**src/rtl/wb_arb2.sv**
```systemverilog
// wb_arb2: round-robin arbiter sharing one Wishbone slave between two masters.
// Ports: clk, rst_n; m0_*/m1_* master ports; s_* slave port; gnt_o grant; tmo_o timeout pulse.
module wb_arb2 #(
    parameter int AW      = 32,
    parameter int DW      = 32,
    parameter int TIMEOUT = 255
) (
    input  logic            clk,
    input  logic            rst_n,

    input  logic            m0_cyc_i,
    input  logic            m0_stb_i,
    input  logic            m0_we_i,
    input  logic [DW/8-1:0] m0_sel_i,
    input  logic [AW-1:0]   m0_adr_i,
    input  logic [DW-1:0]   m0_dat_i,
    output logic [DW-1:0]   m0_dat_o,
    output logic            m0_ack_o,
    output logic            m0_err_o,

    input  logic            m1_cyc_i,
    input  logic            m1_stb_i,
    input  logic            m1_we_i,
    input  logic [DW/8-1:0] m1_sel_i,
    input  logic [AW-1:0]   m1_adr_i,
    input  logic [DW-1:0]   m1_dat_i,
    output logic [DW-1:0]   m1_dat_o,
    output logic            m1_ack_o,
    output logic            m1_err_o,

    output logic            s_cyc_o,
    output logic            s_stb_o,
    output logic            s_we_o,
    output logic [DW/8-1:0] s_sel_o,
    output logic [AW-1:0]   s_adr_o,
    output logic [DW-1:0]   s_dat_o,
    input  logic [DW-1:0]   s_dat_i,
    input  logic            s_ack_i,
    input  logic            s_err_i,

    output logic [1:0]      gnt_o,
    output logic            tmo_o
);

    localparam int CW = $clog2(TIMEOUT + 1);

    typedef enum logic [1:0] {
        IDLE,
        GNT0,
        GNT1
    } state_t;

    state_t          state;
    state_t          state_nx;
    logic            last;
    logic            last_nx;
    logic [CW-1:0]   cnt;
    logic [CW-1:0]   cnt_nx;

    // Owner-side view of the bus, muxed by the current grant.
    logic            own1;
    logic            busy;
    logic            o_cyc;
    logic            o_stb;
    logic            x_cyc;
    logic            tmo;

    assign own1  = (state == GNT1);
    assign busy  = (state != IDLE);
    assign o_cyc = own1 ? m1_cyc_i : m0_cyc_i;
    assign o_stb = (own1 ? m1_stb_i : m0_stb_i) & o_cyc;
    assign x_cyc = own1 ? m0_cyc_i : m1_cyc_i;

    // Ack/err in the same cycle wins over the watchdog.
    assign tmo = busy && o_stb && (cnt == CW'(TIMEOUT - 1))
                 && !s_ack_i && !s_err_i;

    assign tmo_o    = tmo;
    assign m0_dat_o = s_dat_i;
    assign m1_dat_o = s_dat_i;

    always_ff @(posedge clk or negedge rst_n) begin
        if (!rst_n) begin
            state <= IDLE;
            last  <= 1'b1;
            cnt   <= '0;
        end else begin
            state <= state_nx;
            last  <= last_nx;
            cnt   <= cnt_nx;
        end
    end

    always_comb begin
        state_nx = state;
        last_nx  = last;
        cnt_nx   = '0;
        unique case (state)
            IDLE: begin
                if (m0_cyc_i && m1_cyc_i)
                    state_nx = last ? GNT0 : GNT1;
                else if (m0_cyc_i)
                    state_nx = GNT0;
                else if (m1_cyc_i)
                    state_nx = GNT1;
            end
            GNT0, GNT1: begin
                if (!o_cyc) begin
                    last_nx  = own1;
                    if (x_cyc)
                        state_nx = own1 ? GNT0 : GNT1;
                    else
                        state_nx = IDLE;
                end else if (o_stb && !s_ack_i && !s_err_i && !tmo) begin
                    cnt_nx = cnt + CW'(1);
                end
            end
            default: state_nx = IDLE;
        endcase
    end

    always_comb begin
        s_cyc_o  = 1'b0;
        s_stb_o  = 1'b0;
        s_we_o   = 1'b0;
        s_sel_o  = '0;
        s_adr_o  = '0;
        s_dat_o  = '0;
        m0_ack_o = 1'b0;
        m0_err_o = 1'b0;
        m1_ack_o = 1'b0;
        m1_err_o = 1'b0;
        gnt_o    = 2'b00;
        if (busy) begin
            // cyc stays up through a handover cycle so the slave sees
            // one continuous bus cycle when the other master is waiting.
            s_cyc_o = m0_cyc_i | m1_cyc_i;
            s_stb_o = o_stb;
            s_we_o  = own1 ? m1_we_i  : m0_we_i;
            s_sel_o = own1 ? m1_sel_i : m0_sel_i;
            s_adr_o = own1 ? m1_adr_i : m0_adr_i;
            s_dat_o = own1 ? m1_dat_i : m0_dat_i;
            if (own1) begin
                gnt_o    = 2'b10;
                m1_ack_o = s_ack_i;
                m1_err_o = s_err_i | tmo;
            end else begin
                gnt_o    = 2'b01;
                m0_ack_o = s_ack_i;
                m0_err_o = s_err_i | tmo;
            end
        end
    end

endmodule

```
**config.mk**
```make
export PLATFORM = sky130hd
export DESIGN_NAME = wb_arb2
export DESIGN_NICKNAME = d
export VERILOG_FILES = /design/src/rtl/wb_arb2.sv
export SDC_FILE = /design/constraint.sdc
export NUM_CORES = 1
export LEC_CHECK = 0
export ABC_AREA = 0
export BUFFER_PORTS_ARGS = -buffer_cell sky130_fd_sc_hd__clkbuf_2
export CAP_MARGIN = 20
export CORE_AREA = 2 2 123 125
export CTS_BUF_LIST = sky130_fd_sc_hd__clkbuf_16
export DETAILED_ROUTE_END_ITERATION = 16
export DIE_AREA = 0 0 125 127
export PLACE_DENSITY = 0.53
export SLEW_MARGIN = 20
export SYNTH_ARGS = -nofsm -noshare
export SYNTH_HDL_FRONTEND = slang
export SYNTH_SLANG_ARGS = --single-unit
```
**constraint.sdc**
```tcl
create_clock -name clk -period 1.7 [get_ports clk]
set_clock_uncertainty 0.1 [all_clocks]
set_input_delay 0.255 -clock clk [delete_from_list [all_inputs] [get_ports clk]]
set_output_delay 0.255 -clock clk [all_outputs]
set_load 0.05 [all_outputs]
```
==> metrics.yaml <==
outcome: "complete, but fails checks"
violations: "negative setup slack"
setup_viol: 89
port_buffers: 223
r2r_end: "cnt[6]"
power_switching_w: 0.006514
drtPass1Iterations: 3
fin_crit_ps: 2242
root_buffer: "clkbuf_16"
cts_made_buffers: 3
grt_overflow: 0
max_stage_delay_ps: 430
num-nets-final: 679
cp.arrival_ps: 1890
fmax_ghz: 0.4461
grt_use_total_pct: 9.528
htreeDepth: 1
synth_seq_area_share_pct: 12.47
worst-path-stages: 7
drc: 0
n_antenna_cell: 0
synth-adder-area-share_pct: 3.386
cpMaxStageDelayCell: "dfrtp_2"
crit_start: "state[1]"
worstSetupPathType: "reg2out"
tightest_slew_ps: 350.4
grt_pass1_wl_mm: 12.73
clk_latency_ps: 230
synth_compound_area_share_pct: 1.862
crit_path_start_kind: "flip-flop"
cp_max_fo: 4
first_iter_violations: 66
grt_max_degree: 38
core_region_area_um2: 14420
crit_chain: "buf_6, ha_4, mux2_4, nand3_4, buf_6, nor4_4, clkbuf_8"
clkTransAtPathRegs_ps: 40
synth_top_family_by_area: "multiplexers"
synthSimpleGateAreaFrac_pct: 20.32
irDropWorstVdd_uv: 880.6
die_y_um: 127
worst_slack_ps: -541.8
slew_viol_final: 0
place_congestion: 0.7801
synth.cell_area_um2: 2217
critPathCaptureType: "output port"
worstPathRequired_ps: 1340
fin_crit_sh_pct: 131.9
p_leak_nw: 2.310
cts_buffer_depth: 2
hp-class: "in2reg"
ioPinCount: 320
hold_violations: 0
first_global_vias: 2662
seq_power_share_pct: 2.8
seq_area_um2: 277.8
path_buf_inv: 3
start_util_pct: 15.37
worst_path_most_repeated_cell: "buf_6"
combPwrFrac_pct: 93.7
p_clk_share_pct: 3.5
synthXorXnorAreaFrac_pct: 2.370
antenna_found_initial: 0
ys_warn_count: 0
rsz0062_at_grt: "true"
multi_input_area_um2: 2659
regToRegStartpoint: "state[1]"
syn-num-nets: 481
setup_tns_ps: -36820
slew_headroom_pct: 76.55
cts_tree: "built"
maxCapViolations: 0
layout-drive-gt1-share_pct: 87.85
wl_mm: 10.65
path_delay_family: "buffers and inverters"
netSwitchingFraction_pct: 54.55
vias: 2779
reg2regPathDepth: 6
crit_end: "tmo_o"
reg2reg_slack_ps: -340
core.rowCount: 44
cts_sinks: 11
total_power_w: 0.01194
power_density_nw_per_um2: 2180
syn-instance-count: 297
hpwl_mm: 6.975
ant_nets: 0
area_growth_syn_to_layout_pct: 147.1
ys_ff_latch: 11
die_x_um: 125
synthMuxAreaShare_pct: 32.84
avgRoutedWirePerCell_um: 15.71
post_synth_num_cell_types: 31
syn_area_per_cell_um2: 7.465
power.internal_w: 0.005426
fillers: 1402
die_area_um2: 15880
via_per_inst: 4.099
==> synth_stat cells <==
cell	n	area share [%]
buf_1	1	0.17
nor4b_1	1	0.40
o21ai_0	3	0.68
mux2_4	1	0.68
and4_1	1	0.40
mux2_2	2	1.0
nand4b_1	1	0.40
xor2_1	5	2.0
dfrtp_1	10	11
nor3b_1	1	0.34
inv_1	5	0.85
nor4_1	1	0.28
or4_1	1	0.34
ha_1	6	3.4
nor2_1	84	14
dfstp_2	1	1.2
a41oi_1	1	0.40
mux2i_1	69	31
a22oi_1	1	0.34
nand3_1	4	0.90
nand4_1	2	0.56
buf_2	9	2.0
a21oi_1	2	0.45
and3_1	1	0.28
xnor2_1	1	0.40
buf_4	66	22
clkbuf_1	8	1.4
nand2_1	4	0.68
nand4bb_1	1	0.51
nor3_1	2	0.45
nand2b_1	2	0.56
==> layout by cell type (no fill, tap or decap), types with 2 or more instances in the layout <==
cell type / n
dfrtp_1: 9
clkbuf_4: 3
nand4_1: 2
inv_1: 5
ha_4: 3
nor2_2: 18
buf_16: 2
xor2_1: 5
clkbuf_16: 9
a21oi_1: 2
mux2_4: 3
nor2_4: 57
nand2_1: 3
buf_6: 40
o21ai_0: 2
mux2i_2: 9
mux2i_4: 53
ha_1: 3
nor2_1: 9
clkbuf_2: 145
buf_8: 6
nand3_1: 3
nand2b_1: 2
buf_12: 15
buf_2: 16
mux2i_1: 7
buf_4: 42
==> registers in the layout (all words and copies together) (netlist names) <==
| name | flops |
|---|---|
| cnt | 8 |
| last | 1 |
| state | 2 |
==> tightest hold or removal path, stage by stage <==
cell	delay, ps
clkbuf_2	130
nand4bb_1	110
o21ai_0	80
==> metrics by stage <==
step | hold WS (ps) | area [µm²] | cells | setup slack [ps] | utilization, %
2_1_floorplan | -140.6 | 2835 | 297 | -473.4 | -
3_3_place_gp | 40.78 | 3841 | 649 | -436.3 | 26.63
3_5_place_dp | 49.60 | 3841 | 649 | -458.1 | 26.63
4_1_cts | 287.3 | 4081 | 655 | -556.2 | 28.30
5_1_grt | 335.1 | 5478 | 678 | -609.9 | 37.98
6_report | 302.9 | 5478 | 678 | -541.8 | 37.98
==> what timing repair did <==
item	in CTS	in global routing
hold buffers	1	0
hold endpoints to repair	10	0
gates resized for setup	34	345
endpoints found under the setup margin	89	89
cloned	0	11
setup buffers	1	12
pin swaps	2	8
==> layer usage <==
metal | vias to the layer above | wire, µm | global-route usage [%]
li1 | 1329 | - | -
met2 | 142 | 5792 | 17.77
met5 | - | 0 | 0
met3 | 16 | 819 | 2.596
met1 | 1292 | 3935 | 11.14
met4 | 0 | 104 | 1.373
==> power groups by stage <==
stage	Combinational, W	Sequential [W]	Clock, W
6_report	0.0112	0.000334	0.000415
5_1_grt	0.0116	0.000338	0.000445
4_1_cts	0.00805	0.000327	0.000430
3_5_place_dp	0.00780	0.000329	0
3_3_place_gp	0.00774	0.000327	0
2_1_floorplan	0.00665	0.000325	0
==> worst min path at each step <==
stage,start,endpoint,slack (ps),cells after the start
after floorplan,rst_n,cnt[0],-140,0
after global placement,rst_n,cnt[2],40,1
after detailed placement,rst_n,cnt[2],50,1
after CTS,m0_cyc_i,state[0],290,3
after global routing,m0_cyc_i,state[0],340,3
final,m0_cyc_i,state[0],300,3
==> area by class of cell <==
cell class / instances / area share [%]
Clock inverter: 1 / 0.06852
Clock buffer: 3 / 1.370
Sequential cell: 11 / 5.071
Timing Repair Buffer: 277 / 40.41
Tap cell: 184 / 4.203
Multi-Input combinational cell: 197 / 48.54
Inverter: 5 / 0.3426
==> cells by family after synthesis <==
| logic type | Yosys count |
|---|---|
| DFF | 11 |
| muxes | 72 |
| buffers and inverters | 89 |
| and+or+nand+nor | 106 |
| AOI/OAI and AO/OA | 7 |
| adders and majority gates | 6 |
| xor gates and xnor gates | 6 |
(Power assumes the default switching activity.)
